## config.mk

```make
export PLATFORM = sky130hd
export DESIGN_NAME = ps2_keyboard_rx
export DESIGN_NICKNAME = d
export VERILOG_FILES = /design/src/rtl/ps2_keyboard_rx.sv
export SDC_FILE = /design/constraint.sdc
export NUM_CORES = 1
export LEC_CHECK = 0
export CAP_MARGIN = 20
export CORE_MARGIN = 8
export CORE_UTILIZATION = 25
export CTS_CLUSTER_SIZE = 28
export DETAILED_ROUTE_END_ITERATION = 7
export GPL_ROUTABILITY_DRIVEN = 0
export SYNTH_ARGS = -nofsm -noshare
export SYNTH_HDL_FRONTEND = slang
export SYNTH_SLANG_ARGS = --single-unit
export TNS_END_PERCENT = 50
```

## constraint.sdc

```tcl
create_clock -name clk -period 3.05 [get_ports clk]
set_input_delay 0.4575 -clock clk [delete_from_list [all_inputs] [get_ports clk]]
set_output_delay 0.4575 -clock clk [all_outputs]
set_load 0.005 [all_outputs]
```

## src/rtl/ps2_keyboard_rx.sv

```systemverilog
// PS/2 keyboard receiver: synchronise and filter the PS/2 lines, decode 11-bit frames,
// fold E0/F0 prefixes into per-event flags and queue events in a FWFT FIFO.
module ps2_keyboard_rx #(
  parameter int unsigned FIFO_DEPTH     = 8,
  parameter int unsigned FILTER_LEN     = 4,
  parameter int unsigned TIMEOUT_CYCLES = 5000
) (
  input  logic                               clk,
  input  logic                               rst_n,
  input  logic                               ps2clk,
  input  logic                               ps2data,
  output logic [7:0]                         key_code,
  output logic                               key_break,
  output logic                               key_extended,
  output logic                               key_valid,
  input  logic                               key_ready,
  output logic                               frame_error,
  output logic [1:0]                         error_code,
  output logic                               overflow,
  output logic [$clog2(FIFO_DEPTH+1)-1:0]    fifo_count
);

  localparam int unsigned PW = $clog2(FIFO_DEPTH);
  localparam int unsigned CW = $clog2(FIFO_DEPTH + 1);
  localparam int unsigned FW = 4;
  localparam int unsigned TW = 16;
  localparam int unsigned EW = 10;

  localparam logic [1:0] ERR_PARITY  = 2'b01;
  localparam logic [1:0] ERR_STOP    = 2'b10;
  localparam logic [1:0] ERR_TIMEOUT = 2'b11;

  typedef enum logic [1:0] {
    IDLE   = 2'd0,
    DATA   = 2'd1,
    PARITY = 2'd2,
    STOP   = 2'd3
  } state_t;

  // ---------------------------------------------------------------------------
  // Two-flop synchronisers; both lines idle high.
  logic [1:0] clk_sync_q;
  logic [1:0] dat_sync_q;

  always_ff @(posedge clk or negedge rst_n) begin
    if (!rst_n) begin
      clk_sync_q <= 2'b11;
      dat_sync_q <= 2'b11;
    end else begin
      clk_sync_q <= {clk_sync_q[0], ps2clk};
      dat_sync_q <= {dat_sync_q[0], ps2data};
    end
  end

  // ---------------------------------------------------------------------------
  // Glitch filter: the filtered clock follows only after FILTER_LEN differing samples.
  logic          filt_q;
  logic [FW-1:0] fcnt_q;
  logic          fall_q;
  logic          data_q;
  logic          differ;
  logic          flip;

  always_comb begin
    differ = 1'b0;
    flip   = 1'b0;
    differ = (clk_sync_q[1] != filt_q);
    flip   = differ && (fcnt_q == FW'(FILTER_LEN - 1));
  end

  always_ff @(posedge clk or negedge rst_n) begin
    if (!rst_n) begin
      filt_q <= 1'b1;
      fcnt_q <= '0;
      fall_q <= 1'b0;
      data_q <= 1'b1;
    end else begin
      fall_q <= flip && filt_q;
      data_q <= dat_sync_q[1];
      if (flip) begin
        filt_q <= ~filt_q;
        fcnt_q <= '0;
      end else if (differ) begin
        fcnt_q <= fcnt_q + FW'(1);
      end else begin
        fcnt_q <= '0;
      end
    end
  end

  // ---------------------------------------------------------------------------
  // Frame FSM, watchdog and prefix folding.
  state_t        state_q, state_n;
  logic [2:0]    bit_cnt_q, bit_cnt_n;
  logic [7:0]    shift_q, shift_n;
  logic          par_ok_q, par_ok_n;
  logic [TW-1:0] wd_q, wd_n;
  logic          ext_q, ext_n;
  logic          brk_q, brk_n;
  logic          push_q, push_n;
  logic [EW-1:0] push_data_q, push_data_n;
  logic          frame_error_q, frame_error_n;
  logic [1:0]    error_code_q, error_code_n;

  always_ff @(posedge clk or negedge rst_n) begin
    if (!rst_n) begin
      state_q       <= IDLE;
      bit_cnt_q     <= '0;
      shift_q       <= '0;
      par_ok_q      <= 1'b0;
      wd_q          <= '0;
      ext_q         <= 1'b0;
      brk_q         <= 1'b0;
      push_q        <= 1'b0;
      push_data_q   <= '0;
      frame_error_q <= 1'b0;
      error_code_q  <= '0;
    end else begin
      state_q       <= state_n;
      bit_cnt_q     <= bit_cnt_n;
      shift_q       <= shift_n;
      par_ok_q      <= par_ok_n;
      wd_q          <= wd_n;
      ext_q         <= ext_n;
      brk_q         <= brk_n;
      push_q        <= push_n;
      push_data_q   <= push_data_n;
      frame_error_q <= frame_error_n;
      error_code_q  <= error_code_n;
    end
  end

  always_comb begin
    state_n       = state_q;
    bit_cnt_n     = bit_cnt_q;
    shift_n       = shift_q;
    par_ok_n      = par_ok_q;
    ext_n         = ext_q;
    brk_n         = brk_q;
    push_n        = 1'b0;
    push_data_n   = push_data_q;
    frame_error_n = 1'b0;
    error_code_n  = error_code_q;
    wd_n          = (fall_q || (state_q == IDLE)) ? '0 : wd_q + TW'(1);

    case (state_q)
      IDLE: begin
        if (fall_q && !data_q) begin
          state_n   = DATA;
          bit_cnt_n = '0;
        end
      end
      DATA: begin
        if (fall_q) begin
          shift_n   = {data_q, shift_q[7:1]};
          bit_cnt_n = bit_cnt_q + 3'd1;
          if (bit_cnt_q == 3'd7) begin
            state_n = PARITY;
          end
        end
      end
      PARITY: begin
        if (fall_q) begin
          par_ok_n = ^{shift_q, data_q};
          state_n  = STOP;
        end
      end
      STOP: begin
        if (fall_q) begin
          state_n = IDLE;
          if (!data_q || !par_ok_q) begin
            frame_error_n = 1'b1;
            error_code_n  = !data_q ? ERR_STOP : ERR_PARITY;
            ext_n         = 1'b0;
            brk_n         = 1'b0;
          end else if (shift_q == 8'hE0) begin
            ext_n = 1'b1;
          end else if (shift_q == 8'hF0) begin
            brk_n = 1'b1;
          end else begin
            push_n      = 1'b1;
            push_data_n = {ext_q, brk_q, shift_q};
            ext_n       = 1'b0;
            brk_n       = 1'b0;
          end
        end
      end
      default: state_n = IDLE;
    endcase

    // Watchdog abort; only reachable on a cycle without a fall strobe.
    if ((state_q != IDLE) && !fall_q && (wd_q == TW'(TIMEOUT_CYCLES - 1))) begin
      state_n       = IDLE;
      frame_error_n = 1'b1;
      error_code_n  = ERR_TIMEOUT;
      ext_n         = 1'b0;
      brk_n         = 1'b0;
      wd_n          = '0;
    end
  end

  // ---------------------------------------------------------------------------
  // FWFT event FIFO; the head is registered and holds the last popped entry when empty.
  logic [EW-1:0] mem_q [FIFO_DEPTH];
  logic [PW-1:0] wr_q, wr_n;
  logic [PW-1:0] rd_q, rd_n;
  logic [CW-1:0] count_q, count_n;
  logic [EW-1:0] head_q, head_n;
  logic          valid_q, valid_n;
  logic          ovf_q, ovf_n;
  logic          do_push;
  logic          do_pop;
  logic          full;

  always_comb begin
    do_pop  = valid_q && key_ready;
    full    = (count_q == CW'(FIFO_DEPTH));
    do_push = push_q && (!full || do_pop);
    ovf_n   = push_q && full && !do_pop;
    rd_n    = rd_q + PW'(do_pop);
    wr_n    = wr_q + PW'(do_push);
    count_n = count_q + CW'(do_push) - CW'(do_pop);
    valid_n = (count_n != '0);
    head_n  = head_q;
    if (count_n != '0) begin
      if (do_push && (wr_q == rd_n)) begin
        head_n = push_data_q;
      end else begin
        head_n = mem_q[rd_n];
      end
    end
  end

  always_ff @(posedge clk) begin
    if (do_push) begin
      mem_q[wr_q] <= push_data_q;
    end
  end

  always_ff @(posedge clk or negedge rst_n) begin
    if (!rst_n) begin
      wr_q    <= '0;
      rd_q    <= '0;
      count_q <= '0;
      head_q  <= '0;
      valid_q <= 1'b0;
      ovf_q   <= 1'b0;
    end else begin
      wr_q    <= wr_n;
      rd_q    <= rd_n;
      count_q <= count_n;
      head_q  <= head_n;
      valid_q <= valid_n;
      ovf_q   <= ovf_n;
    end
  end

  assign key_code     = head_q[7:0];
  assign key_break    = head_q[8];
  assign key_extended = head_q[9];
  assign key_valid    = valid_q;
  assign fifo_count   = count_q;
  assign overflow     = ovf_q;
  assign frame_error  = frame_error_q;
  assign error_code   = error_code_q;

endmodule

```

== Yosys cells after proc, flatten, opt, wreduce, memory -nomap -nowiden ==
Memory sizes are Yosys's and may differ from the RTL's. A register that Yosys moved wholly into a read port is not among the register bits.
Cells that the tools add are included.
Cells by class
  bitwise operators: 4
  eq/ne operators: 19
  $add $sub $neg: 7
  reductions and logical operators: 34
  muxes and demuxes: 42
Operators with widths (count)
  2-to-1 mux 16 bit: 2
  2-to-1 mux 1 bit: 23
  2-to-1 mux 2 bit: 11
  adder 16 x 1 -> 16 bit, second input constant: 1
  equality test 16 x 13 -> 1 bit, second input constant: 1
  equality test 8 bit, second input constant: 2
  inequality test 3 bit, second input constant: 4
  AND reduction 3 bit: 4
  AND reduction 5 bit: 2
  nonzero test 2 bit: 5
  logical AND 1 bit: 9
  XOR reduction 9 bit: 1
  2-to-1 mux 4 bit: 2
  case mux 2 bit (4 select lines): 1
  adder 3 x 1 -> 3 bit: 2
  logical NOT 1 bit: 6
  2-to-1 mux 3 bit: 2
  case mux 3 bit (2 select lines): 1
  adder 4 x 1 -> 4 bit: 1
  adder 4 x 1 -> 4 bit, second input constant: 1
  equality test 2 bit, second input constant: 2
  equality test 4 x 2 -> 1 bit, second input constant: 1
  equality test 4 bit, second input constant: 1
  inequality test 4 x 3 -> 1 bit, second input constant: 1
  14 further kinds: 20
Storage, ports and cells
  memories: 1
  register bits after elaboration: 69
  input bits: 5
  RAM bits: 80
  word-level logic and storage cells: 129
  output and inout port bits: 19
Memory list
  mem_q: words 8, width 10, rd ports 1, clocked after Yosys merged registers in 1, wr ports 1, line 204  | logic [EW-1:0] mem_q [FIFO_DEPTH];

== Depth between registers and ports, before layout ==
Gate-level depths: netlist of the first run.
  depth after elaboration: 7
  mapped depth: 14
  depth with buffers taken out: 13

== Least setup slack after synthesis of the first run ==
No wires, ideal clock.
  path kind: flip-flop to flip-flop
  from: register count_q[1], in the netlist fifo_count[1]
  to: register head_q[7] (read register of mem_q)
  stages on the path, launching flop included: 13
  required time: 2.973 ns
  path buffers: 1
  period minus slack after synthesis: 2.749 ns
  data arrival time: 2.671 ns
  library setup time: 0.077 ns
  slack: 0.301 ns
  path through: dfrtp_1 > a211o_1 > o21ai_1 > o21ai_0 > ha_1 > inv_1 > fa_1 > inv_1 > nor4_1 > mux2i_1 > clkbuf_1 > nor2_1 > a21oi_1
On the way
  longest elaborated chain between the ends: 7
RTL lines
  from (decl): line 207  | logic [CW-1:0] count_q, count_n;
  from (signal assigned): line 251  | count_q <= count_n;
  equality test 4 bit: line 217  | full = (count_q == CW'(FIFO_DEPTH));
  logical NOT 1 bit: line 218  | do_push = push_q && (!full || do_pop);
  logical OR 1 bit: line 218
  logical AND 1 bit: line 218
  adder 4 x 1 -> 4 bit *: line 222  | count_n = count_q + CW'(do_push) - CW'(do_pop);
  subtractor 4 x 1 -> 4 bit *: line 222
  via count_n[1]: line 207
  nonzero test 4 bit *: line 225  | if (count_n != '0) begin
  to (decl): line 208  | logic [EW-1:0] head_q, head_n;
The timed path passes the listed nets; every way through them passes the cells marked *.
A chain may end at the register's enable or synchronous reset.

== Worst setup path in the final report of the first run ==
  from: register count_q[2], in the netlist fifo_count[2]
  to: register head_q[6] (read register of mem_q)
On the way
  longest elaborated chain between the ends: 7
RTL lines (line)
  equality test 4 bit: 217
  logical NOT 1 bit: 218
  logical OR 1 bit: 218
  logical AND 1 bit: 218
  adder 4 x 1 -> 4 bit: 222
  subtractor 4 x 1 -> 4 bit: 222
  via count_n[1]: 207
  nonzero test 4 bit: 225
The timed path passes the listed nets, and every way through them passes these cells.

==> impl_metrics.py, run 1 <==
metrics = {
    "setup_path": {
        "endpoint_kind": "flop",
        "r2r_cells": 14,
        "cp_max_fo": 20,
        "max_stage_delay_ns": 0.48,
        "reg2reg_from": "fifo_count[2]",
        "crit_arrival_ns": 2.98,
        "cpLargestDelayFamily": "adder cells",
        "critPathBufInv": 5,
        "cp.required_ns": 3.36,
        "r2r-end": "head_q[6]",
        "r2r_slack_ns": 0.38,
        "path_depth": 14,
        "crit_end": "head_q[6]",
        "crit_type": "reg -> reg",
        "path_cells": "inv_1 -> ha_1 -> inv_1 -> o21ai_1 -> o21ai_1 -> ha_1 -> inv_1 -> fa_1 -> inv_1 -> nor4_1 -> mux2i_1 -> buf_4 -> nor2_1 -> a21oi_1",
        "start_kind": "flop",
        "slowest_stage": "fa_1",
        "crit_top_cell": "inv_1",
        "critical_path.startpoint": "fifo_count[2]",
    },
    "timing": {
        "fin_crit_ns": 2.67,
        "finalCritPeriodShare_pct": 87.5,
        "finalSetupViolations": 0,
        "skew_ns": 0.0116,
        "hold_violations": 0,
        "fin_tns_setup_ns": 0,
        "relSlewSlack_pct": 32.3,
        "fmax_ghz": 0.375,
        "rsz0062_at_grt": "false",
        "worst_pin_slew_ns": 1.01,
        "drv_slew": 0,
    },
    "floorplanning": {
        "core_sq_um": 26100,
        "rows": 59,
        "die-area_sq_um": 32100,
        "start_util_pct": 25.5,
        "die_h_um": 179,
        "die_width_um": 179,
        "ioPinCount": 24,
    },
    "cts": {
        "cts_sinks": 159,
        "cts_buffers": 17,
        "cts.htree.levels": 4,
        "clkTransAtPathRegs_ns": 0.07,
        "clk_path_buf_depth": 2,
        "insertion_delay_ns": 0.42,
        "cts_root_buf": "clkbuf_16",
        "cts_tree": "built",
    },
    "placement": {
        "portBuffers": 23,
        "dp_hpwl_um": 8310,
        "place_area_sq_um": 7390,
    },
    "logic_synthesis": {
        "synthAdderAreaFrac_pct": 3.30,
        "synth-compound-area-share_pct": 3.64,
        "synth_warnings": 0,
        "yosys.area_share.simple_pct": 7.72,
        "synth_area_leaders": "edfxtp_1 36%, dfrtp_1 27%, mux4_2 6.8%",
        "syn_nets": 463,
        "synth_area_sq_um": 6660,
        "synth_cell_types": 46,
        "yosysTopAreaCell": "edfxtp_1",
        "syn_inst": 441,
        "synth-seq-area-share_pct": 65.8,
        "synth.avg_cell_area_sq_um": 15.1,
        "synthMuxAreaShare_pct": 13.5,
        "synth_seq_cells": 159,
        "synth_top_family_by_area": "multiplexers",
        "synth_top_area_share_pct": 36.0,
        "synthXorXnorAreaFrac_pct": 4.07,
    },
    "hold_path": {
        "hp-class": "reg -> reg",
    },
    "grt": {
        "grt_pass1_vias": 4016,
        "grt_first_pass_wirelength_um": 21300,
        "grt_overflow": 0,
        "grt_use_total_pct": 8.56,
        "antenna_found_initial": 0,
        "grt_max_degree": 80,
    },
    "cells_and_area": {
        "fin_area_sq_um": 8020,
        "layout_commonest_cell": "edfxtp_1",
        "final_cell_mix": "80 x edfxtp_1, 73 x dfrtp_1, 38 x nor2_1, 29 x mux2_2, 23 x nand2_1",
        "finalNetCount": 506,
        "n_fill_cell": 2613,
        "antenna_cells": 0,
        "area.growth.synth_to_final_pct": 20.4,
        "drive_gt1_share_pct": 21.9,
    },
    "drt": {
        "dr_total_vias": 3675,
        "routedWlPerCell_um": 15.1,
        "dr.pass1.iters": 4,
        "avgViaCountPerCell": 4.42,
        "drtIter0Drc": 176,
        "route.detailed.drc": 0,
        "drtAntennaViolNets": 0,
        "routed_wirelength_um": 12600,
    },
    "pwr": {
        "p_leak_nw": 3.17,
        "total_power_mw": 6.14,
        "vdd_drop_max_mv": 0.333,
        "p_per_area_nw_per_um2": 765,
    },
    "flow_run": {
        "max-cap-violations": 0,
    },
    "status": {
        "status": "complete, no violations",
    },
}
==> sequential cells by signal, summed over array words and instances (netlist names), 2 cells and up <==
| register | flops |
|---|---|
| bit_cnt_q | 3 |
| clk_sync_q | 2 |
| dat_sync_q | 2 |
| error_code | 2 |
| fcnt_q | 4 |
| fifo_count | 4 |
| head_q | 10 |
| mem_q | 80 |
| push_data_q | 10 |
| rd_q | 3 |
| shift_q | 8 |
| state_q | 2 |
| wd_q | 16 |
| wr_q | 3 |
==> worst min-delay path by stage <==
stage                     cells after the start  slack (ns)           from            end
after floorplan                               0        0.16          rst_n   bit_cnt_q[0]
after global placement                        0        0.35  dat_sync_q[1]         data_q
after detailed placement                      0        0.35  dat_sync_q[0]  dat_sync_q[1]
after CTS                                     1        0.25          rst_n         fall_q
after global routing                          0        0.36  clk_sync_q[0]  clk_sync_q[1]
final                                         0        0.36  clk_sync_q[0]  clk_sync_q[1]
==> per-stage QoR <==
stage	util, %	cells	setup slack (ns)	hold slack [ns]
finish	30.7	832	0.381	0.355
global route	30.7	832	0.0640	0.359
CTS	30.5	830	0.302	0.249
detailed placement	28.3	798	-0.0724	0.347
global placement	28.3	798	0.0732	0.346
floorplan	-	441	0.301	0.162
==> logic make-up (layout without fill, tap and decap cells) <==
| logic type | Yosys count | after routing |
|---|---|---|
| flip-flops | 159 | 159 |
| XOR/XNOR | 31 | 31 |
| AO/OA/AOI/OAI | 36 | 36 |
| buffers and inverters | 31 | 87 |
| AND/OR/NAND/NOR | 106 | 106 |
| adder cells (fa/ha/maj) | 17 | 17 |
| multiplexers | 61 | 61 |
==> cell type report <==
| class | instances | area, sq um | share of cell area [%] |
|---|---|---|---|
| flip-flops and latches | 159 | 4390 | 54.7 |
| multi-input cells | 251 | 2180 | 27.2 |
| clock buffers | 18 | 429 | 5.35 |
| well taps | 335 | 419 | 5.22 |
| repair buffers | 40 | 403 | 5.02 |
| clock inverters | 14 | 150 | 1.87 |
| inverters | 15 | 56.3 | 0.702 |
==> power breakdown <==
part / internal [mW] / leakage (nW) / switching (mW)
clock network: 1.16 / 0.283 / 0.926
registers: 2.39 / 1.89 / 0.103
logic: 0.756 / 1.00 / 0.801
total: 4.31 / 3.17 / 1.83
==> cell usage after synthesis, drive strengths merged <==
cell type and count:
a211oi 1, o32a 1, fa 1, o31ai 1, nor3b 4, nand4b 2, mux2i 12, nor3 10
a31oi 4, nand2 23, o2bb2ai 2, mux2 29, nand3 7, nand4 1, nor4b 3, or3b 1
or3 1, nor2 38, a211o 1, a32oi 2, and4b 1, nor4 6, and3 2, clkbuf 8
a21oi 12, edfxtp 80, a21o 1, a2111oi 1, or2 1, o211ai 1, nand2b 2, xor2 12
dfrtp 73, o22ai 1, xnor2 19, ha 16, or4 1, buf 8, mux4 20, dfstp 6
nor2b 3, inv 15, o21ai 8
==> per-layer routing <==
layer / part of all wire, % / GRT usage (%) / vias up
li1: - / - / 1716
met2: 50 / 14.0 / 51
met3: 4.3 / 2.86 / 7
met1: 45 / 10.6 / 1901
met4: 0.76 / 2.50 / 0
met5: 0 / 0 / -
==> timing repair <==
item	4_1_cts	5_1_grt
gates resized for setup	0	3
hold buffers	0	1
buffers inserted	0	0
endpoints found under the hold margin	0	26
endpoints found under the setup margin	0	5
Power figures use the tool's default switching activity.
==> inputs of run 2 (changes only) <==
--- a/config.mk
+++ b/config.mk
@@ -8,6 +8,7 @@
 export CAP_MARGIN = 20
 export CORE_MARGIN = 8
 export CORE_UTILIZATION = 25
+export CTS_CLUSTER_DIAMETER = 100
 export CTS_CLUSTER_SIZE = 28
 export DETAILED_ROUTE_END_ITERATION = 7
 export GPL_ROUTABILITY_DRIVEN = 0
==> results of run 2 <==
No change in the layout: final DEF, timing and power equal those of run 1.
